$ cat config.mk
export PLATFORM = sky130hd
export DESIGN_NAME = uart_frame_dispatcher
export DESIGN_NICKNAME = d
export VERILOG_FILES = /design/src/rtl/uart_frame_dispatcher.sv
export SDC_FILE = /design/constraint.sdc
export NUM_CORES = 1
export LEC_CHECK = 0
export BUFFER_PORTS_ARGS = -buffer_cell sky130_fd_sc_hd__buf_2
export CAP_MARGIN = 20
export CORE_MARGIN = 1
export CORE_UTILIZATION = 30
export DETAILED_ROUTE_END_ITERATION = 10
export GPL_TIMING_DRIVEN = 1
export SLEW_MARGIN = 20
export SYNTH_ARGS = -nofsm -noshare
export SYNTH_HDL_FRONTEND = slang
export SYNTH_SLANG_ARGS = --single-unit
$ cat constraint.sdc
create_clock -name clk -period 2.39 [get_ports clk]
set_input_delay 0.239 -clock clk [delete_from_list [all_inputs] [get_ports clk]]
set_output_delay 0.239 -clock clk [all_outputs]
set_load 0.005 [all_outputs]
$ cat src/rtl/uart_frame_dispatcher.sv
// uart_frame_dispatcher: UART byte-stream command front end.
// RX: <code> <PB payload bytes> <code> frames, dispatched as id + payload over
// a valid/ready handshake. TX: serialises a TX_BYTES response, MSB byte first.
// Build option: define UART_FRAME_TIMEOUT_EN to enable the inter-byte timeout
// (otherwise err_timeout is tied to 0 and a partial frame waits indefinitely).
module uart_frame_dispatcher #(
  parameter int         FRAME_BYTES    = 18,
  parameter int         NUM_CMDS       = 8,
  parameter logic [7:0] CMD_BASE       = 8'h40,
  parameter int         TX_BYTES       = 18,
  parameter int         TIMEOUT_CYCLES = 1_000_000,
  localparam int        PB             = FRAME_BYTES - 2,
  localparam int        IW             = $clog2(NUM_CMDS)
) (
  input  logic                  clk,
  input  logic                  reset,
  input  logic [7:0]            rx_data,
  input  logic                  rx_valid,
  output logic                  cmd_valid,
  output logic [IW-1:0]         cmd_id,
  output logic [8*PB-1:0]       cmd_payload,
  input  logic                  cmd_ready,
  input  logic                  rsp_valid,
  output logic                  rsp_ready,
  input  logic [8*TX_BYTES-1:0] rsp_data,
  output logic [7:0]            tx_data,
  output logic                  tx_valid,
  input  logic                  tx_ready,
  output logic                  busy,
  output logic [7:0]            err_frame,
  output logic [7:0]            err_unknown,
  output logic [7:0]            err_overrun,
  output logic [7:0]            err_timeout
);

  localparam int CW = $clog2(PB + 1);
  localparam int XW = $clog2(TX_BYTES + 1);

  typedef enum logic [1:0] {RX_IDLE, RX_PAYLOAD, RX_END} rx_state_e;
  typedef enum logic       {TX_IDLE, TX_SEND} tx_state_e;

  rx_state_e             rx_state_q;
  logic [7:0]            code_q;
  logic [8*PB-1:0]       shift_q;
  logic [CW-1:0]         cnt_q;
  logic                  cmd_valid_q;
  logic [IW-1:0]         cmd_id_q;
  logic [8*PB-1:0]       cmd_payload_q;
  logic [7:0]            err_frame_q, err_unknown_q, err_overrun_q;
  logic                  in_range;
  logic                  accept;
  logic                  to_fire;

  tx_state_e             tx_state_q;
  logic [8*TX_BYTES-1:0] tx_buf_q;
  logic [XW-1:0]         tx_idx_q;
  logic                  tx_valid_q;
  logic                  rsp_ready_q;

  assign in_range = (int'(rx_data) >= int'(CMD_BASE)) &&
                    (int'(rx_data) <  int'(CMD_BASE) + NUM_CMDS);
  assign accept   = cmd_valid_q & cmd_ready;

`ifdef UART_FRAME_TIMEOUT_EN
  localparam int TW = $clog2(TIMEOUT_CYCLES);
  logic [TW-1:0] to_cnt_q;
  logic [7:0]    err_timeout_q;

  // A byte in the expiry cycle wins: rx_valid masks the fire condition.
  assign to_fire = (rx_state_q != RX_IDLE) && !rx_valid &&
                   (to_cnt_q == TW'(TIMEOUT_CYCLES - 1));

  // Inter-byte idle counter and saturating timeout error count
  always_ff @(posedge clk) begin
    if (reset) begin
      to_cnt_q      <= '0;
      err_timeout_q <= '0;
    end else begin
      if (rx_valid || rx_state_q == RX_IDLE || to_fire) to_cnt_q <= '0;
      else                                              to_cnt_q <= to_cnt_q + 1'b1;
      if (to_fire && err_timeout_q != '1) err_timeout_q <= err_timeout_q + 8'd1;
    end
  end

  assign err_timeout = err_timeout_q;
`else
  assign to_fire     = 1'b0;
  assign err_timeout = '0;
`endif

  // RX frame FSM, command holding register and RX error counters
  always_ff @(posedge clk) begin
    if (reset) begin
      rx_state_q    <= RX_IDLE;
      code_q        <= '0;
      shift_q       <= '0;
      cnt_q         <= '0;
      cmd_valid_q   <= 1'b0;
      cmd_id_q      <= '0;
      cmd_payload_q <= '0;
      err_frame_q   <= '0;
      err_unknown_q <= '0;
      err_overrun_q <= '0;
    end else begin
      if (accept) cmd_valid_q <= 1'b0;
      case (rx_state_q)
        RX_IDLE: begin
          if (rx_valid) begin
            if (in_range) begin
              code_q     <= rx_data;
              cnt_q      <= '0;
              rx_state_q <= RX_PAYLOAD;
            end else if (err_unknown_q != '1) begin
              err_unknown_q <= err_unknown_q + 8'd1;
            end
          end
        end
        RX_PAYLOAD: begin
          if (rx_valid) begin
            shift_q <= (shift_q << 8) | (8*PB)'(rx_data);
            cnt_q   <= cnt_q + 1'b1;
            if (cnt_q == CW'(PB - 1)) rx_state_q <= RX_END;
          end else if (to_fire) begin
            rx_state_q <= RX_IDLE;
          end
        end
        RX_END: begin
          if (rx_valid) begin
            rx_state_q <= RX_IDLE;
            if (rx_data != code_q) begin
              if (err_frame_q != '1) err_frame_q <= err_frame_q + 8'd1;
            end else if (!cmd_valid_q || cmd_ready) begin
              // overrides the accept-clear above when load and accept coincide
              cmd_valid_q   <= 1'b1;
              cmd_id_q      <= IW'(code_q - CMD_BASE);
              cmd_payload_q <= shift_q;
            end else if (err_overrun_q != '1) begin
              err_overrun_q <= err_overrun_q + 8'd1;
            end
          end else if (to_fire) begin
            rx_state_q <= RX_IDLE;
          end
        end
        default: rx_state_q <= RX_IDLE;
      endcase
    end
  end

  // TX serialiser: latch response, shift bytes out MSB first
  always_ff @(posedge clk) begin
    if (reset) begin
      tx_state_q  <= TX_IDLE;
      tx_buf_q    <= '0;
      tx_idx_q    <= '0;
      tx_valid_q  <= 1'b0;
      rsp_ready_q <= 1'b1;
    end else begin
      case (tx_state_q)
        TX_IDLE: begin
          if (rsp_valid) begin
            tx_buf_q    <= rsp_data;
            tx_idx_q    <= '0;
            tx_valid_q  <= 1'b1;
            rsp_ready_q <= 1'b0;
            tx_state_q  <= TX_SEND;
          end
        end
        TX_SEND: begin
          if (tx_ready) begin
            if (tx_idx_q == XW'(TX_BYTES - 1)) begin
              tx_valid_q  <= 1'b0;
              rsp_ready_q <= 1'b1;
              tx_state_q  <= TX_IDLE;
            end else begin
              tx_buf_q <= tx_buf_q << 8;
              tx_idx_q <= tx_idx_q + 1'b1;
            end
          end
        end
        default: tx_state_q <= TX_IDLE;
      endcase
    end
  end

  assign cmd_valid   = cmd_valid_q;
  assign cmd_id      = cmd_id_q;
  assign cmd_payload = cmd_payload_q;
  assign busy        = (rx_state_q != RX_IDLE);
  assign err_frame   = err_frame_q;
  assign err_unknown = err_unknown_q;
  assign err_overrun = err_overrun_q;
  assign rsp_ready   = rsp_ready_q;
  assign tx_valid    = tx_valid_q;
  assign tx_data     = tx_buf_q[8*TX_BYTES-1 -: 8];

endmodule
==> results.md <==
- Clock Skews: ~0.022 ns
- Max Fclk: around 460 MHz
- Buffers on Ports: roughly 320
- R2R Path Start: err_overrun[0]
- Multi-input gate area: ~7600 um2
- Critical Path RT: 2.93 ns
- Placement Setup Slack: 0.247 ns
- Clock Tree Root: clkbuf_16
- Async set-or-reset flop fraction in the synthesized netlist: 0%
- Crit path DAT: between 2 and 3 ns
- Final setup viols: 0
- CTS tree: done
- RSZ-0062 raised after global routing: no
- Die height: 243 um
- Int Pwr: about 0.013 W
- Reg2reg end: err_overrun[7]
- ANT cells: 0
- Register area: between 9000 and 10000 um2
- Critical-path top delay cell: or4_1
- Die ar.: between 50000 and 60000 um2
- Vias/cell: about 4.7
- Fin Setup TNS: 0 ns
- Post-DP Area: roughly 20000 um2
- Drt wl/cell: around 15 um
- TritonCTS Buffers: 50
- Yosys top cell by area: dfxtp_1
- DR vias: between 15000 and 20000
- Worst reg-to-reg path cell count: 5
- Syn Area/Cell: 8.52 um2
- Worst-Skew Late Latency: approximately 0.60 ns
- Instance count on the critical path: 5
- Setup CP Type: register to register
- # rows: 87
- CP endpoint: err_overrun[7]
- R2R setup slack: between 0.2 and 0.25 ns
- Post-synth EDFFs: 0
- Slew at the pin closest to its max-slew limit: approximately 1 ns
- Worst-path fanout max: 10
- Global route overflow: 0
- Final Instance Area: 22500 um2
- Cell area after synthesis: between 15000 and 20000 um2
- Max-cap violation count: 0
- Routed Antenna Nets: 0
- Fillers: 5704
- Flop pwr share: roughly 46%
- Post-synth top area share: between 50 and 60%
- Worst Setup Slack, final: 0.222 ns
- Vias in the first global route: ~15000
- Die span in x: about 240 um
- Sink Count: around 450
- CTS Buffer Depth: 3
- Largest delay share family, worst path: simple AND/OR/NAND/NOR gates
- YS warnings: 0
- Layout cells sized above 1: a little under a fifth
- Most area-consuming cells after synthesis: dfxtp_1 52%, nand2_1 12%, mux2i_1 8.1%
- Total chip power: ~0.017 W
- Initial antenna violation count: 1
- Register area share after synthesis: roughly 52%
- Fin crit period: 2.17 ns
- H-tree lvl count: 2
- Hold Fails Final Rpt: 0
- Hold depth: 3
- Sw Share: a little under a quarter
- Detailed Route WL: around 49000 um
- Global-route usage over all layers: 16.0%
- Ordered cell list for the critical path: ha_1, a41oi_1, nand4_2, or4_1, nand2_1
- Mapped Cells: between 2000 and 2500
- Status: completed
- Worst rel slew slack: 34.2%
- Yosys reg bits: ~450
- CP endpoint kind: register
- CP Launch Point: err_overrun[0]
- CTS clk-pin slew, worst paths: ~0.06 ns
- Slew Limit Fails: 0
- Number of placed I/O pins: 333
- Area Growth Syn to Fin: 29.5%
- Hold/Removal Path Class: primary input to register
- Buffers & Inverters on Critical Path: 0
- WHS: between 0.03 and 0.04 ns
- DRC: 0
- Worst IR drop on VDD: between 0.0004 and 0.0005 V
- Largest stage delay, worst path: 0.55 ns
- Startpoint types: register
- Initial Utilization: between 30% and 40%
- Post-CTS resize count: 0
- Clock power frac: a little under half
- Final Cycle Share: between 90 and 100%
- Largest net degree at the start of global routing: 120
- Switch Pwr: just over 0.004 W
- PwrDens: 760 nW/um2
- Initial drt markers: between 800 and 900
- Gpl congestion: between 0.8 and 0.9
- Nets@finish: approximately 2600
- First-pass GRT wire length: between 70000 and 80000 um
- Post-DP HPWL: between 30000 and 40000 um
- Commonest register cell after synthesis: dfxtp_1
- Combinational power share: under 10%
- Core area: ~57000 um2
- DR pass1 iterations: 5
- Library cells used by synthesis: 47
- Pleak: slightly below 9 nW
[worst reg2reg max path: cells and delay by family, from the launching register on]
kind	cells	cell delay, ns
simple gates	3	0.98
fa+ha+maj	1	0.26
flops	1	0.35
compound gates	1	0.52
[final cells by class]
cell class              instances  share of cell area, %
flip-flops and latches        451                   40.2
inverters                       5                 0.0834
clock inverters                18                   1.03
multi-input cells            1414                   33.6
well taps                     756                   4.21
clock buffers                  75                   6.65
repair buffers                476                   14.3
[synthesized netlist by cell type (2+ instances only)]
cell / number
buf_1: 4
nor3_1: 10
nand2b_1: 2
a31oi_1: 3
xor2_1: 14
mux2i_1: 141
nand4_1: 6
clkbuf_1: 138
xnor2_1: 11
nand3_1: 18
nor4_1: 3
or2_2: 2
buf_4: 16
buf_6: 9
a21oi_1: 281
nor2_1: 172
inv_1: 5
a211oi_1: 140
o211ai_1: 4
dfxtp_1: 451
or3_1: 6
o21ai_0: 8
nor2b_1: 6
nand3b_1: 2
and4_1: 4
o21a_1: 2
nand2_1: 539
and2_1: 5
and3_1: 4
buf_2: 7
ha_1: 7
mux2_2: 2
or4_1: 2
[timing repair]
item | CTS | global route
hold endpoints to repair | 106 | 1
hold buffers | 102 | 1
setup buffers | 0 | 0
[worst min path at each step]
stage,end,startpoint,slack (ns)
after floorplan,tx_state_q,rsp_valid,0.35
after global placement,cmd_payload[113],cmd_payload[113],0.44
after detailed placement,cmd_payload[37],cmd_payload[37],0.44
after CTS,tx_buf_q[45],rsp_data[45],0.0001
after global routing,tx_buf_q[45],rsp_data[45],-0.002
final,tx_buf_q[135],rsp_data[135],0.03
[per-stage QoR]
| step | util, % | instances |
|---|---|---|
| 2_1_floorplan | - | 2045 |
| 3_3_place_gp | 34.7 | 2999 |
| 3_5_place_dp | 34.7 | 2999 |
| 4_1_cts | 39.6 | 3194 |
| 5_1_grt | 39.6 | 3195 |
| 6_report | 39.6 | 3195 |
[routing by layer]
| layer | wire length [um] | track usage, % | vias to the layer above |
|---|---|---|---|
| li1 | - | - | 7605 |
| met1 | 22100 | 20.4 | 7064 |
| met2 | 22400 | 26.3 | 371 |
| met3 | 3450 | 4.51 | 72 |
| met4 | 949 | 4.43 | 2 |
| met5 | 13 | 0 | - |
[flip-flops by register name (all words and copies together), names as in the netlist, 8 cells and up]
signal	cells
err_overrun	8
err_unknown	8
code_q	8
cmd_payload	128
shift_q	128
tx_buf_q	144
err_frame	8
[power groups by stage]
stage	sequential, W	combinational [W]	clock [W]
2_1_floorplan	0.00802	0.000790	0
3_3_place_gp	0.00807	0.00111	0
3_5_place_dp	0.00808	0.00113	0
4_1_cts	0.00791	0.00127	0.00813
5_1_grt	0.00793	0.00140	0.00848
6_report	0.00791	0.00127	0.00791
[cell families after synthesis]
logic type,after synthesis,synth area share (%)
AOI/OAI and AO/OA,442,14.9
xor gates and xnor gates,25,1.26
adders and majority gates,7,0.504
buffers and inverters,180,4.74
DFF,451,52.0
muxes,143,8.26
other,1,0.0216
and+or+nand+nor,789,18.3
[layout by cell type (no fill, tap or decap), drive strengths merged, types with 3 or more instances in the layout]
cell type	n
buf	373
xnor2	11
bufinv	3
nor2	172
inv	6
dfxtp	451
o21ai	9
and3	4
a21oi	281
nand3	19
and4	4
clkbuf	75
ha	7
xor2	14
clkinv	13
conb	8
nor3	10
mux2i	141
o211ai	4
dlygate4sd3	103
nor2b	6
and2	5
nand2	539
or3	6
a211oi	140
nor4	4
a31oi	3
nand4	7
No activity file was read; power rests on OpenSTA's default activity.
